## config.mk

```make
export PLATFORM = sky130hd
export DESIGN_NAME = glitch_sequencer
export DESIGN_NICKNAME = d
export VERILOG_FILES = /design/src/rtl/glitch_sequencer_pkg.sv /design/src/rtl/glitch_sequencer_up_counter.sv /design/src/rtl/glitch_sequencer.sv
export SDC_FILE = /design/constraint.sdc
export NUM_CORES = 1
export LEC_CHECK = 0
export CORE_ASPECT_RATIO = 1.2
export CORE_MARGIN = 4
export CORE_UTILIZATION = 45
export CTS_CLUSTER_DIAMETER = 150
export DETAILED_ROUTE_END_ITERATION = 8
export MAX_ROUTING_LAYER = met4
export PLACE_DENSITY_LB_ADDON = 0.1
export SLEW_MARGIN = 20
export SYNTH_ARGS = -nofsm -noshare
export SYNTH_HDL_FRONTEND = slang
export SYNTH_HIERARCHICAL = 1
export SYNTH_SLANG_ARGS = --single-unit
export TNS_END_PERCENT = 10
```

## constraint.sdc

```tcl
create_clock -name clk -period 6.7 [get_ports clk]
set_clock_uncertainty 0.15 [all_clocks]
set_input_delay 2.01 -clock clk [delete_from_list [all_inputs] [get_ports clk]]
set_output_delay 2.01 -clock clk [all_outputs]
set_load 0.1 [all_outputs]
```

## src/rtl/glitch_sequencer_pkg.sv

```systemverilog
// Shared types and default sizing for the glitch sequencer.
package glitch_pkg;

    localparam int DEFAULT_WIDTH    = 16;
    localparam int DEFAULT_REPEAT_W = 8;

    typedef enum logic [2:0] {
        ST_IDLE  = 3'd0,
        ST_ARMED = 3'd1,
        ST_DELAY = 3'd2,
        ST_PULSE = 3'd3,
        ST_GAP   = 3'd4,
        ST_DONE  = 3'd5
    } state_t;

endpackage

```

## src/rtl/glitch_sequencer_up_counter.sv

```systemverilog
// Saturating up counter with synchronous clear; clear wins over enable.
module up_counter #(
    parameter int WIDTH = 16
) (
    input  logic             clk,
    input  logic             rst_n,
    input  logic             en,
    input  logic             clr,
    output logic [WIDTH-1:0] count
);

    logic at_max_s;

    // Saturation detect so long phases never wrap back to zero
    always_comb begin
        at_max_s = (count == {WIDTH{1'b1}});
    end

    // Count register
    always_ff @(posedge clk or negedge rst_n) begin
        if (!rst_n) begin
            count <= {WIDTH{1'b0}};
        end else if (clr) begin
            count <= {WIDTH{1'b0}};
        end else if (en && !at_max_s) begin
            count <= count + {{(WIDTH-1){1'b0}}, 1'b1};
        end else begin
            count <= count;
        end
    end

endmodule

```

## src/rtl/glitch_sequencer.sv

```systemverilog
// Trigger-armed glitch pulse sequencer: delay, then a train of pulses separated by gaps.
module glitch_sequencer
    import glitch_pkg::*;
#(
    parameter int WIDTH    = DEFAULT_WIDTH,
    parameter int REPEAT_W = DEFAULT_REPEAT_W
) (
    input  logic                clk,
    input  logic                rst_n,
    input  logic [WIDTH-1:0]    cfg_delay,
    input  logic [WIDTH-1:0]    cfg_width,
    input  logic [WIDTH-1:0]    cfg_gap,
    input  logic [REPEAT_W-1:0] cfg_repeat,
    input  logic                arm,
    input  logic                abort,
    input  logic                trigger,
    output logic                glitch_out,
    output logic                armed,
    output logic                busy,
    output logic                done,
    output logic [REPEAT_W-1:0] pulse_cnt
);

    state_t              state_r;
    state_t              state_nx_s;
    logic [WIDTH-1:0]    delay_r;
    logic [WIDTH-1:0]    width_r;
    logic [WIDTH-1:0]    gap_r;
    logic [REPEAT_W-1:0] repeat_r;
    logic                trig_hist_r;
    logic                trig_edge_s;
    logic [WIDTH-1:0]    phase_s;
    logic [WIDTH:0]      phase_p1_s;
    logic [WIDTH-1:0]    width_eff_s;
    logic [WIDTH-1:0]    gap_eff_s;
    logic [REPEAT_W-1:0] repeat_eff_s;
    logic [REPEAT_W-1:0] cnt_inc_s;
    logic                clr_s;

    function automatic logic [WIDTH-1:0] at_least_one(input logic [WIDTH-1:0] v);
        return (v == {WIDTH{1'b0}}) ? {{(WIDTH-1){1'b0}}, 1'b1} : v;
    endfunction

    up_counter #(
        .WIDTH (WIDTH)
    ) u_phase (
        .clk   (clk),
        .rst_n (rst_n),
        .en    (1'b1),
        .clr   (clr_s),
        .count (phase_s)
    );

    // Effective configuration and next-state selection; abort overrides everything
    always_comb begin
        width_eff_s  = at_least_one(width_r);
        gap_eff_s    = at_least_one(gap_r);
        repeat_eff_s = (repeat_r == {REPEAT_W{1'b0}}) ? {{(REPEAT_W-1){1'b0}}, 1'b1} : repeat_r;
        // One extra bit so a maximal phase+1 compares without wrapping
        phase_p1_s   = {1'b0, phase_s} + {{WIDTH{1'b0}}, 1'b1};
        cnt_inc_s    = pulse_cnt + {{(REPEAT_W-1){1'b0}}, 1'b1};
        trig_edge_s  = trigger && !trig_hist_r;
        state_nx_s   = state_r;
        if (abort) begin
            state_nx_s = ST_IDLE;
        end else begin
            case (state_r)
                ST_IDLE: begin
                    if (arm) state_nx_s = ST_ARMED;
                    else     state_nx_s = ST_IDLE;
                end
                ST_ARMED: begin
                    if (!trig_edge_s)                       state_nx_s = ST_ARMED;
                    else if (delay_r == {WIDTH{1'b0}})      state_nx_s = ST_PULSE;
                    else                                    state_nx_s = ST_DELAY;
                end
                ST_DELAY: begin
                    if (phase_p1_s == {1'b0, delay_r}) state_nx_s = ST_PULSE;
                    else                               state_nx_s = ST_DELAY;
                end
                ST_PULSE: begin
                    if (phase_p1_s != {1'b0, width_eff_s}) state_nx_s = ST_PULSE;
                    else if (cnt_inc_s == repeat_eff_s)    state_nx_s = ST_DONE;
                    else                                   state_nx_s = ST_GAP;
                end
                ST_GAP: begin
                    if (phase_p1_s == {1'b0, gap_eff_s}) state_nx_s = ST_PULSE;
                    else                                 state_nx_s = ST_GAP;
                end
                ST_DONE: begin
                    state_nx_s = ST_IDLE;
                end
                default: begin
                    state_nx_s = ST_IDLE;
                end
            endcase
        end
        clr_s = (state_nx_s != state_r);
    end

    // FSM state, shadow configuration, pulse count and registered output decode
    always_ff @(posedge clk or negedge rst_n) begin
        if (!rst_n) begin
            state_r     <= ST_IDLE;
            delay_r     <= {WIDTH{1'b0}};
            width_r     <= {WIDTH{1'b0}};
            gap_r       <= {WIDTH{1'b0}};
            repeat_r    <= {REPEAT_W{1'b0}};
            trig_hist_r <= 1'b0;
            pulse_cnt   <= {REPEAT_W{1'b0}};
            glitch_out  <= 1'b0;
            armed       <= 1'b0;
            busy        <= 1'b0;
            done        <= 1'b0;
        end else begin
            state_r     <= state_nx_s;
            trig_hist_r <= trigger;
            glitch_out  <= (state_nx_s == ST_PULSE);
            armed       <= (state_nx_s == ST_ARMED);
            busy        <= (state_nx_s == ST_DELAY) || (state_nx_s == ST_PULSE) ||
                           (state_nx_s == ST_GAP);
            done        <= (state_nx_s == ST_DONE);
            if ((state_r == ST_IDLE) && (state_nx_s == ST_ARMED)) begin
                delay_r   <= cfg_delay;
                width_r   <= cfg_width;
                gap_r     <= cfg_gap;
                repeat_r  <= cfg_repeat;
                pulse_cnt <= {REPEAT_W{1'b0}};
            end else if ((state_r == ST_PULSE) &&
                         ((state_nx_s == ST_GAP) || (state_nx_s == ST_DONE))) begin
                pulse_cnt <= cnt_inc_s;
            end else begin
                pulse_cnt <= pulse_cnt;
            end
        end
    end

endmodule

```

### Yosys cells after proc, flatten, opt, wreduce, memory -nomap -nowiden

Cells that the tools add are included.
W data, S select, Z words.

* input port bits: 61
* output and inout port bits: 12
* word-level logic and storage cells: 60
* flip-flop bits (word level): 88

* $add $sub $neg: 3
* eq/ne operators: 16
* reductions and logical operators: 13
* multiplexer cells: 16

Operators by type and width (count)
* $mux W16: 4
* $logic_not A16 Y1: 3
* $eq A17 B16 Y1: 2
* $mux W8: 3
* $add A16 B1 Y17 const B: 1
* $ne A17 B16 Y1: 1
* $add A16 B1 Y16 const B: 1
* $eq A16 B16 Y1 const B: 1
* $pmux W3 S5: 1
* $eq A3 B2 Y1 const B: 4
* $eq A3 B3 Y1 const B: 3
* $mux W3: 3
* $add A8 B1 Y8 const B: 1
* $eq A8 B8 Y1: 1
* $logic_not A8 Y1: 1
* $eq A3 B1 Y1 const B: 2
* $mux W1: 4
* $logic_and A1 B1 Y1: 3
* $logic_not A3 Y1: 1
* $logic_or A1 B1 Y1: 3
* $ne A3 B3 Y1: 1
* $mux W2: 1
* $ne A2 B2 Y1 const B: 1
* $reduce_bool A2 Y1: 1
* $logic_not A1 Y1: 1

### Logic depth before layout (Yosys ltp)

* word-level depth: 12
* depth in mapped cells: 15

### Hierarchy

Netlist, hierarchy kept.

Modules (own cells, without submodules)
* glitch_sequencer: times used 1, area an instance 4880.9 um2, cells an instance 479
* up_counter: times used 1, area an instance 980.9 um2, cells an instance 103

### Worst setup path after synthesis

Ideal clock, no wire load.

* path type: in2reg
* start point: input trigger
* end point: register u_phase.count[2]
* arrival time: 3.816 ns
* stages on the path: 10
* setup time: 0.128 ns
* setup slack: 2.607 ns
* path through: nand2_1 > nor2_1 > a21oi_1 > a31oi_1 > and3_1 > a2111o_1 > clkbuf_1 > clkbuf_1 > nor2_1 > mux2_1

* longest elaborated chain between the ends: 6

Ends and longest elaborated chain
* start, declared: line glitch_sequencer.sv:16 `input logic trigger,`
* $logic_and A1 B1 Y1 (*): line glitch_sequencer.sv:62 `trig_edge_s = trigger && !trig_hist_r;`
* $mux W2 (*): line glitch_sequencer.sv:73 `if (!trig_edge_s) state_nx_s = ST_ARMED;`
* $pmux W3 S5 (*): line glitch_sequencer.sv:67 `case (state_r)`
* $mux W3 (*): line glitch_sequencer.sv:64 `if (abort) begin`
* $ne A3 B3 Y1 (*): line glitch_sequencer.sv:98 `clr_s = (state_nx_s != state_r);`
* net clr_s: line glitch_sequencer.sv:38 `logic clr_s;`
* $ne A2 B2 Y1 (no line) or $mux W16 (tied branches)
* end signal, assigned: line glitch_sequencer_up_counter.sv:24 `count <= {WIDTH{1'b0}};`
* end signal, assigned: line glitch_sequencer_up_counter.sv:26 `count <= count + {{(WIDTH-1){1'b0}}, 1'b1};`
* end signal, assigned: line glitch_sequencer_up_counter.sv:28 `count <= count;`
* end, declared: line glitch_sequencer_up_counter.sv:9 `output logic [WIDTH-1:0] count`

Mark *: on every way through the listed nets, which the timed path passes. The rest lies on a longest branch.
A chain may end at the register's enable or synchronous reset.

### Worst setup path in the final report

* start point: register u_phase.count[0]
* end point: register u_phase.count[7]

* longest elaborated chain between the ends: 7

Ends and longest elaborated chain
* start signal, assigned: line glitch_sequencer_up_counter.sv:22 `count <= {WIDTH{1'b0}};`
* start signal, assigned: line glitch_sequencer_up_counter.sv:24
* start signal, assigned: line glitch_sequencer_up_counter.sv:26
* $add A16 B1 Y17 (*): line glitch_sequencer.sv:60 `phase_p1_s = {1'b0, phase_s} + {{WIDTH{1'b0}}, 1'b1};`
* $eq A17 B16 Y1, or another cell as far along: line glitch_sequencer.sv:87 `if (phase_p1_s == {1'b0, gap_eff_s}) state_nx_s = ST_PULSE;`
* $mux W3, or another cell as far along: line glitch_sequencer.sv:87
* $pmux W3 S5 (*): line glitch_sequencer.sv:67
* $mux W3 (*): line glitch_sequencer.sv:64
* $ne A3 B3 Y1 (*): line glitch_sequencer.sv:98
* net clr_s: line glitch_sequencer.sv:38
* $ne A2 B2 Y1 (no line) or $mux W16 (tied branches)

Mark *: on every way through the listed nets, which the timed path passes. The rest lies on a longest branch. The select of a mux whose other input is x is not followed.

==> summary.txt <==
Min path
  • Hold path depth: 1
  • WHS Endpoint: repeat_r[0]
  • Hold wc startpoint: repeat_r[0]
  • Hold Path Class: reg2reg

STA
  • Fmax: 199 MHz
  • # setup viols final: 0
  • Slew Viols, Final: 0
  • Hold WS: 0.373 ns
  • Hold Violations, Final: 0
  • Crit path time final: 5.02 ns
  • Fin Setup TNS: 0 ns
  • Fin crit share: 75.0%
  • RSZ-0062 raised after global routing: no
  • Least-Margin Pin Slew: 0.991 ns
  • Slew margin rel.: 33.7%

Critical path
  • R2R Setup Slk: 1.68 ns
  • CP Data Required Time: 6.78 ns
  • Worst reg-to-reg path cell count: 11
  • Crit Path Class: reg2reg
  • CP Launch Type: flip-flop
  • Crit Reg-Reg Startpoint: u_phase/count[0]
  • Critical path endpoint category: flip-flop
  • Capturing point of the worst reg2reg path: u_phase/count[7]
  • Crit path DAT: 5.10 ns
  • Worst Path Max Fanout: 27

Synth
  • Post-synth ARST share: 100%
  • Seq/Total Area, Yosys: 37.6%
  • Post-Syn Area: 5860 um^2
  • Post-synth EDFFs: 0
  • Main flop type after synthesis: dfrtp_1
  • Post-Syn Area per Cell: 10.1 um^2
  • Yosys cell types: 75
  • Count of warnings emitted by yosys: 6
  • Mapped Cells: 582
  • Flop and latch count out of synthesis: 88

Final layout
  • Final nets: 704
  • Area of the multi-input gates: 3430 um^2
  • Layout cells sized above 1: 7.13%
  • Final Cell Area: 6930 um^2
  • Post-layout util: 54.4%
  • Syn-to-layout area delta: 18.2%
  • Register area: 2200 um^2
  • Antenna diode count: 0
  • # fillers: 1184

Global routing
  • GRT met3 Usage: 3.02%
  • Largest net degree at the start of global routing: 48
  • Grt total ovfl: 0
  • Met2 GRT Util: 38.7%
  • GRT Overall Usage: 23.4%
  • Most Crowded Layer GR: met2
  • First-pass GRT wire length: 26800 um
  • Vias in the first global route: 4831
  • M1 GR Usage: 28.1%
  • Initial antenna violation count: 0

Pwr
  • Worst VDD drop: 115 uV
  • Combinational share of power: 24.6%
  • Clk pwr share: 29.6%
  • Leakage power: 0.00270 uW
  • Power Dens Cells: 251 nW/um^2
  • Sw frac: 33.2%
  • Pint: 1160 uW
  • Part of the power in registers: 45.8%
  • Switching pwr: 577 uW

Detailed routing
  • Vias/cell: 6.01
  • Wire per inst: 20.7 um
  • Post-DRT Antenna Nets: 0
  • Drt total wl: 16800 um
  • Total iterations of the first detailed-routing run: 5
  • DRT iter0 DRCs: 397
  • Drt drc: 0
  • Via count: 4861

Floorplanning
  • Die width: 112 um
  • Initial Util: 46.1%
  • CORE AREA: 12700 um^2
  • Die ar.: 14900 um^2
  • Std-Cell Rows: 45
  • Die Ht: 133 um
  • Io pins: 73

Clock tree
  • Num CTS Buffers: 9
  • H-tree Lvls: 3
  • Hold-fix buffers, CTS: 0
  • Clk_lat worst skew: 0.35 ns
  • Clk buf depth: 2
  • Root Buffer: clkbuf_16
  • Setup repair bufs after CTS: 0
  • Clock sink count: 88
  • Worst-path clk slew: 0.07 ns
  • Post-CTS sizing: 0
  • CTS tree: done

Placement
  • RePlAce Congestion: 0.921
  • PortBufs: 72
  • DP HPWL: 12600 um
  • DP Area: 6620 um^2

Job
  • Max Cap Violations: 0

Status
  • Outcome: finished, final reports clean
-- metrics by stage --
step / worst slack, ns / std cells / power [uW]
floorplan: 2.61 / 588 / 1060
global placement: 1.62 / 793 / 1230
detailed placement: 1.48 / 793 / 1230
CTS: 1.49 / 809 / 1750
global route: 1.29 / 809 / 1830
finish: 1.68 / 809 / 1740
-- layer usage --
metal | wire [um] | share of wire, % | vias up
met4 | 701 | 4.2 | 0
li1 | - | - | 2261
met5 | 0 | 0 | -
met3 | 619 | 3.7 | 49
met1 | 6930 | 41 | 2409
met2 | 8510 | 51 | 142
-- cell usage in the layout (no fill, tap or decap), types with 4 or more instances in the layout --
master           Yosys  routed
a211oi_1             6       6
a21oi_1             23      23
a31oi_1              9       9
and3_1              15      15
and4_1               4       4
buf_4                5       5
clkbuf_16            0       9
clkdlybuf4s50_1      0      71
conb_1               1       7
dfrtp_1             88      88
inv_1               11      11
mux2_1              58      58
mux2_2               8       8
nand2_1             22      22
nand2b_1             9       9
nand3_1             30      30
nand4_1             14      14
nor2_1              39      39
nor2b_1             14      14
nor3_1              14      14
nor4_1              21      21
o211ai_1             6       6
o21ai_0             16      16
xnor2_1             35      35
xnor3_1              5       5
xor2_1              21      21
-- kinds of logic after synthesis --
family,count (synthesis),synth area share [%]
AO/OA/AOI/OAI,95,11.2
XOR/XNOR,62,10.7
adder cells (fa/ha/maj),4,0.811
buffers and inverters,46,4.42
flip-flops,88,37.6
multiplexers,69,13.2
other,1,0.0640
AND/OR/NAND/NOR,217,22.0
-- how the worst max path moves through the flow --
| stage | startpoint | end | depth (start not counted) |
|---|---|---|---|
| after detailed placement | u_phase/count[0] | u_phase/count[6] | 11 |
| after global routing | u_phase/count[0] | u_phase/count[6] | 11 |
| after floorplan | trigger | u_phase/count[2] | 10 |
| final | u_phase/count[0] | u_phase/count[7] | 11 |
| after global placement | trigger | u_phase/count[0] | 9 |
| after CTS | u_phase/count[0] | u_phase/count[6] | 11 |
-- Yosys cell counts (9+ instances only) --
cell	number	area [um^2]
a21oi_1	23	115
a31oi_1	9	56.3
and3_1	15	93.8
clkbuf_1	15	56.3
dfrtp_1	88	2200
inv_1	11	41.3
mux2_1	58	653
nand2_1	22	82.6
nand2b_1	9	56.3
nand3_1	30	150
nand4_1	14	87.6
nor2_1	39	146
nor2b_1	14	87.6
nor3_1	14	70.1
nor4_1	21	131
o21ai_0	16	80.1
xnor2_1	35	307
xor2_1	21	184
-- layout make-up --
type / instances / area share, %
tap: 164 / 2.96
timing repair buffer: 76 / 10.8
inverter: 11 / 0.596
sequential: 88 / 31.8
multi-input combinational: 454 / 49.5
clock buffer: 10 / 3.31
clock inverter: 6 / 0.993
-- state kept, by name, summed over array words and instances (netlist names), 3 cells and up --
signal / cells
delay_r: 16
gap_r: 16
u_phase/count: 16
width_r: 16
pulse_cnt: 8
repeat_r: 8
state_r: 3
-- critical path, stage by stage, from the launching register on --
cell       delay [ns]
dfrtp_1          0.65
ha_1             0.48
nand3_2          0.22
nor2_1           0.67
or2_2            0.23
o2111ai_1        0.11
nor3_1           0.60
nand4_1          0.34
a31oi_1          0.26
a2111o_1         0.73
nor2_1           0.11
mux2_1           0.33
-- power groups by stage --
stage	sequential (uW)	clock [uW]	combinational (uW)
global placement	805	0	422
CTS	795	524	429
finish	796	514	428
detailed placement	806	0	425
global route	812	546	472
floorplan	742	0	319
No activity file was read; power rests on OpenSTA's default activity.
==> RTL change 1, RTL diff (config.mk and constraints unchanged) <==
Register the output `pulse_cnt` once more, without a reset; this adds one clock of latency there. The other outputs are not delayed to match.
--- a/src/rtl/glitch_sequencer.sv
+++ b/src/rtl/glitch_sequencer.sv
@@ -20,6 +20,8 @@
     output logic                done,
     output logic [REPEAT_W-1:0] pulse_cnt
 );
+
+    logic [REPEAT_W-1:0] pulse_cnt_s0;
 
     state_t              state_r;
     state_t              state_nx_s;
@@ -58,7 +60,7 @@
         repeat_eff_s = (repeat_r == {REPEAT_W{1'b0}}) ? {{(REPEAT_W-1){1'b0}}, 1'b1} : repeat_r;
         // One extra bit so a maximal phase+1 compares without wrapping
         phase_p1_s   = {1'b0, phase_s} + {{WIDTH{1'b0}}, 1'b1};
-        cnt_inc_s    = pulse_cnt + {{(REPEAT_W-1){1'b0}}, 1'b1};
+        cnt_inc_s    = pulse_cnt_s0 + {{(REPEAT_W-1){1'b0}}, 1'b1};
         trig_edge_s  = trigger && !trig_hist_r;
         state_nx_s   = state_r;
         if (abort) begin
@@ -107,7 +109,7 @@
             gap_r       <= {WIDTH{1'b0}};
             repeat_r    <= {REPEAT_W{1'b0}};
             trig_hist_r <= 1'b0;
-            pulse_cnt   <= {REPEAT_W{1'b0}};
+            pulse_cnt_s0 <= {REPEAT_W{1'b0}};
             glitch_out  <= 1'b0;
             armed       <= 1'b0;
             busy        <= 1'b0;
@@ -125,15 +127,19 @@
                 width_r   <= cfg_width;
                 gap_r     <= cfg_gap;
                 repeat_r  <= cfg_repeat;
-                pulse_cnt <= {REPEAT_W{1'b0}};
+                pulse_cnt_s0 <= {REPEAT_W{1'b0}};
             end else if ((state_r == ST_PULSE) &&
                          ((state_nx_s == ST_GAP) || (state_nx_s == ST_DONE))) begin
-                pulse_cnt <= cnt_inc_s;
+                pulse_cnt_s0 <= cnt_inc_s;
             end else begin
-                pulse_cnt <= pulse_cnt;
+                pulse_cnt_s0 <= pulse_cnt_s0;
             end
         end
     end
 
+    always_ff @(posedge clk) begin
+        pulse_cnt <= pulse_cnt_s0;
+    end
+
 endmodule
 
Function: changed (a bounded check fails within 4 cycles, from zero or initial values and one cycle with rst_n low).
==> RTL change 1 against the unedited design <==
Sequential share of layout area up 1.6 points; sequential cell count up 8; power up 3.2%; worst setup slack better by 0.15 ns; wire length down 6.5%; core utilization down 0.82 points; maximum frequency up 3.0%; count of clock-buffer cells in the layout down 1; global-route usage down 1.7 points; area after synthesis up 2.5%; design area up 2.0%; first-iteration DRC count down 15%; critical path type unchanged; critical endpoint is now u_phase/count[1]$_DFFE_PN0P_; largest power group unchanged.
==> RTL change 1: results (changes against the unedited design) <==
Status: finished clean (unchanged)
Final hold slack: 0.282 ns (was 0.373 ns)
Adder-cell share of the synthesized area: 0.791% (was 0.811%)
Placed cells: 804 (was 793)
Gp weighted congestion: 0.929 (was 0.921)
R2r worst-path depth: 10 (was 11)
Seq/Total Area, Yosys: 39.3% (was 37.6%)
HPWL Detailed: 11800 µm (was 12600 µm)
Mux share of post-synthesis cell area: 12.9% (was 13.2%)
Worst VDD drop: 132 µV (was 115 µV)
Largest net degree at the start of global routing: 89 (was 48)
Worst Hold Launch: pulse_cnt_s0[7]$_DFFE_PN0P_ (was repeat_r[0]$_DFFE_PN0P_)
Vias in the first global route: 4890 (was 4831)
Placed Area: 6770 µm² (was 6620 µm²)
Compound-Gate Fraction of Synth Area: 11.0% (was 11.2%)
Async S/R FF share, synth: 91.7% (was 100%)
Delay of the slowest critical-path stage: 0.80 ns (was 0.73 ns)
Drt first-iter violations: 338 (was 397)
Nets: 711 (was 704)
Worst slack at placement: 1.82 ns (was 1.48 ns)
P_leak: 2.74 nW (was 2.70 nW)
Distinct cell type count after synthesis: 74 (was 75)
Worst slew pin tran: 0.969 ns (was 0.991 ns)
CP max stage cell: dfrtp_1 (was a2111o_1)
DR vias/cell: 5.96 (was 6.01)
Final WL: 15700 µm (was 16800 µm)
Worst Hold Path Cells: 0 (was 1)
Top cells by count, synth: dfrtp_1, mux2_2, nor2_1, xnor2_1, nand3_1 (was dfrtp_1, mux2_1, nor2_1, xnor2_1, nand3_1)
Via Count: 4887 (was 4861)
Global-route wire length before repair: 25400 µm (was 26800 µm)
Min-Delay Endpoint: pulse_cnt[7]$_DFF_P_ (was repeat_r[0]$_DFFE_PN0P_)
RTL change 1: changes by cell type in the layout (fill, tap and decap cells not counted), moves of 2 or more:
cell,unedited run,this run
mux2_1,58,24
dfxtp_1,0,8
buf_4,5,3
inv_8,0,3
mux2_2,8,42
RTL change 1: worst max path at each step:
stage | startpoint | to | slack, ns | depth (start not counted)
after detailed placement | trigger | u_phase/count[3]$_DFFE_PN0P_ | 1.82 | 9
after global placement | trigger | u_phase/count[0]$_DFFE_PN0P_ | 1.90 | 9
after global routing | u_phase/count[2]$_DFFE_PN0P_ | u_phase/count[1]$_DFFE_PN0P_ | 1.51 | 10
after CTS | u_phase/count[0]$_DFFE_PN0P_ | u_phase/count[1]$_DFFE_PN0P_ | 1.91 | 11
final | u_phase/count[2]$_DFFE_PN0P_ | u_phase/count[1]$_DFFE_PN0P_ | 1.82 | 10
after floorplan | trigger | u_phase/count[2]$_DFFE_PN0P_ | 2.61 | 10
RTL change 1: report_power, final:
group	internal (W)	switching [W]
combinational	0.000248	0.000194
clock	0.000264	0.000248
sequential	0.000684	0.000157
total	0.00120	0.000599
RTL change 1: layout make-up:
| class | count | share of cell area (%) |
|---|---|---|
| Timing Repair Buffer | 75 | 10.5 |
| Sequential cell | 96 | 33.4 |
| Tap cell | 168 | 2.97 |
| Multi-Input combinational cell | 454 | 48.3 |
| Clock inverter | 7 | 0.974 |
| Clock buffer | 9 | 3.19 |
| Inverter | 11 | 0.584 |
RTL change 1: routing by layer:
layer / share of wire (%) / vias to the layer above / GRT usage (%)
met5: 0 / - / -
met4: 3.2 / 0 / 9.02
met2: 50 / 146 / 36.9
met3: 4.6 / 36 / 3.77
met1: 42 / 2403 / 25.3
li1: - / 2302 / -
==> RTL change 2, RTL diff (config.mk and constraints unchanged) <==
Made on the original files. Change the package constant `DEFAULT_REPEAT_W` from 8 to 6.
--- a/src/rtl/glitch_sequencer_pkg.sv
+++ b/src/rtl/glitch_sequencer_pkg.sv
@@ -2,7 +2,7 @@
 package glitch_pkg;
 
     localparam int DEFAULT_WIDTH    = 16;
-    localparam int DEFAULT_REPEAT_W = 8;
+    localparam int DEFAULT_REPEAT_W = 6;
 
     typedef enum logic [2:0] {
         ST_IDLE  = 3'd0,
Interface: changed (resized cfg_repeat and pulse_cnt); port bits go from 73 to 69. The function was not compared with the original's and may differ.
==> RTL change 2 against the unedited design <==
Wire length hardly changed; global-route usage up 0.23 points; synthesized cell count rose by 2.2%; core utilization up 0.059 points; maximum frequency rose by 5.3%; count of clock-buffer cells in the layout increased by 1; design area decreased by 0.78%; area after synthesis down 1.3%; power rose by 23%; sequential share of layout area decreased by 1.2 points; sequential cell count is 4 lower; worst setup slack better by 0.25 ns; critical endpoint is now u_phase/count[5]$_DFFE_PN0P_; highest routed layer unchanged.
==> RTL change 2: results (changes against the unedited design) <==
Status: finished clean (unchanged)
Final Non-Filler Cells: 818 (was 809)
Worst slew pin tran: 0.974 ns (was 0.991 ns)
Gp weighted congestion: 0.945 (was 0.921)
Worst slack at placement: 2.00 ns (was 1.48 ns)
Nets: 711 (was 704)
Pre-antenna DRT Iters: 4 (was 5)
Vias in the first global route: 5015 (was 4831)
GRT Util Overall: 23.6% (was 23.4%)
Global-route wire length before repair: 27300 µm (was 26800 µm)
Layout cells sized above 1: 14.4% (was 7.13%)
Avg WL per Cell: 20.5 µm (was 20.7 µm)
Initial antenna violation count: 0 (unchanged)
Seq/Total Area, Yosys: 36.3% (was 37.6%)
Area contributors post-synth: dfrtp_1, mux2_2, xnor2_1 (was dfrtp_1, mux2_1, xnor2_1)
Largest net degree at the start of global routing: 85 (was 48)
Sw frac: 36.2% (was 33.2%)
Placed Area: 6540 µm² (was 6620 µm²)
Worst VDD drop: 162 µV (was 115 µV)
Mapped Cells: 595 (was 582)
P_leak: 2.62 nW (was 2.70 nW)
DR vias/cell: 6.09 (was 6.01)
Drt first-iter violations: 307 (was 397)
HPWL Detailed: 12400 µm (was 12600 µm)
Crit path arrival time: 4.84 ns (was 5.10 ns)
Distinct cell type count after synthesis: 74 (was 75)
Top cells by count, synth: dfrtp_1, mux2_2, nor2_1, xnor2_1 (was dfrtp_1, mux2_1, nor2_1, xnor2_1, nand3_1)
Post-route cell area: 6870 µm² (was 6930 µm²)
Placed cells: 802 (was 793)
[RTL change 2: area by class of cell]
type | instances | area, µm²
Sequential cell | 84 | 2100
Tap cell | 164 | 205
Fill cell | 1182 | 5740
Clock buffer | 11 | 243
Inverter | 11 | 41.3
Multi-Input combinational cell | 473 | 3500
Clock inverter | 5 | 82.6
Timing Repair Buffer | 70 | 697
[RTL change 2: final timing paths]
check	start	to	slack (ns)	cells past startpoint
min	repeat_r[0]$_DFFE_PN0P_	repeat_r[0]$_DFFE_PN0P_	0.38	1
min in group asynchronous	rst_n	gap_r[14]$_DFFE_PN0P_	1.53	1
max in group asynchronous	rst_n	u_phase/count[13]$_DFFE_PN0P_	4.28	1
max	u_phase/count[0]$_DFFE_PN0P_	u_phase/count[5]$_DFFE_PN0P_	1.93	11
min reg2reg	repeat_r[0]$_DFFE_PN0P_	repeat_r[0]$_DFFE_PN0P_	0.38	1
max reg2reg	u_phase/count[0]$_DFFE_PN0P_	u_phase/count[5]$_DFFE_PN0P_	1.93	11
[RTL change 2: routing by layer]
metal	global-route usage (%)	wire length, µm
met1	29.2	7140
met2	39.6	8560
met3	3.54	659
met4	7.78	408
met5	-	0
[RTL change 2: cells by family (layout without fill, tap and decap cells)]
| kind of cell | Yosys count | in the layout | share of synthesized area (%) |
|---|---|---|---|
| AND/OR/NAND/NOR | 228 | 228 | 23.4 |
| AO/OA/AOI/OAI | 101 | 101 | 12.1 |
| flip-flops | 84 | 84 | 36.3 |
| multiplexers | 72 | 72 | 13.9 |
| XOR/XNOR | 61 | 61 | 9.47 |
| buffers and inverters | 44 | 97 | 3.85 |
| adder cells (fa/ha/maj) | 4 | 4 | 0.822 |
| other | 1 | 7 | 0.0648 |
[RTL change 2: worst max-delay path, cell delays in order, from the launching register on]
cell,delay [ns]
dfrtp_1,0.72
nand3_1,0.59
nor4_4,0.73
xnor2_1,0.19
or4_1,0.44
nor4_2,0.39
nand4_1,0.23
and2_1,0.25
o311ai_2,0.22
buf_4,0.32
nor2_1,0.08
mux2_1,0.32
[RTL change 2: stage by stage]
stage	total power, W	utilization, %
after floorplan	0.00135	-
after global placement	0.00157	51.9
after detailed placement	0.00159	51.9
after CTS	0.00215	54.5
after global routing	0.00227	54.5
final	0.00214	54.5
[RTL change 2: power groups by stage]
| stage | registers, W | logic (W) | clock network (W) |
|---|---|---|---|
| after floorplan | 0.000820 | 0.000528 | 0 |
| after detailed placement | 0.000914 | 0.000681 | 0 |
| final | 0.000909 | 0.000684 | 0.000543 |
| after global routing | 0.000930 | 0.000758 | 0.000582 |
| after global placement | 0.000911 | 0.000663 | 0 |
| after CTS | 0.000905 | 0.000684 | 0.000559 |
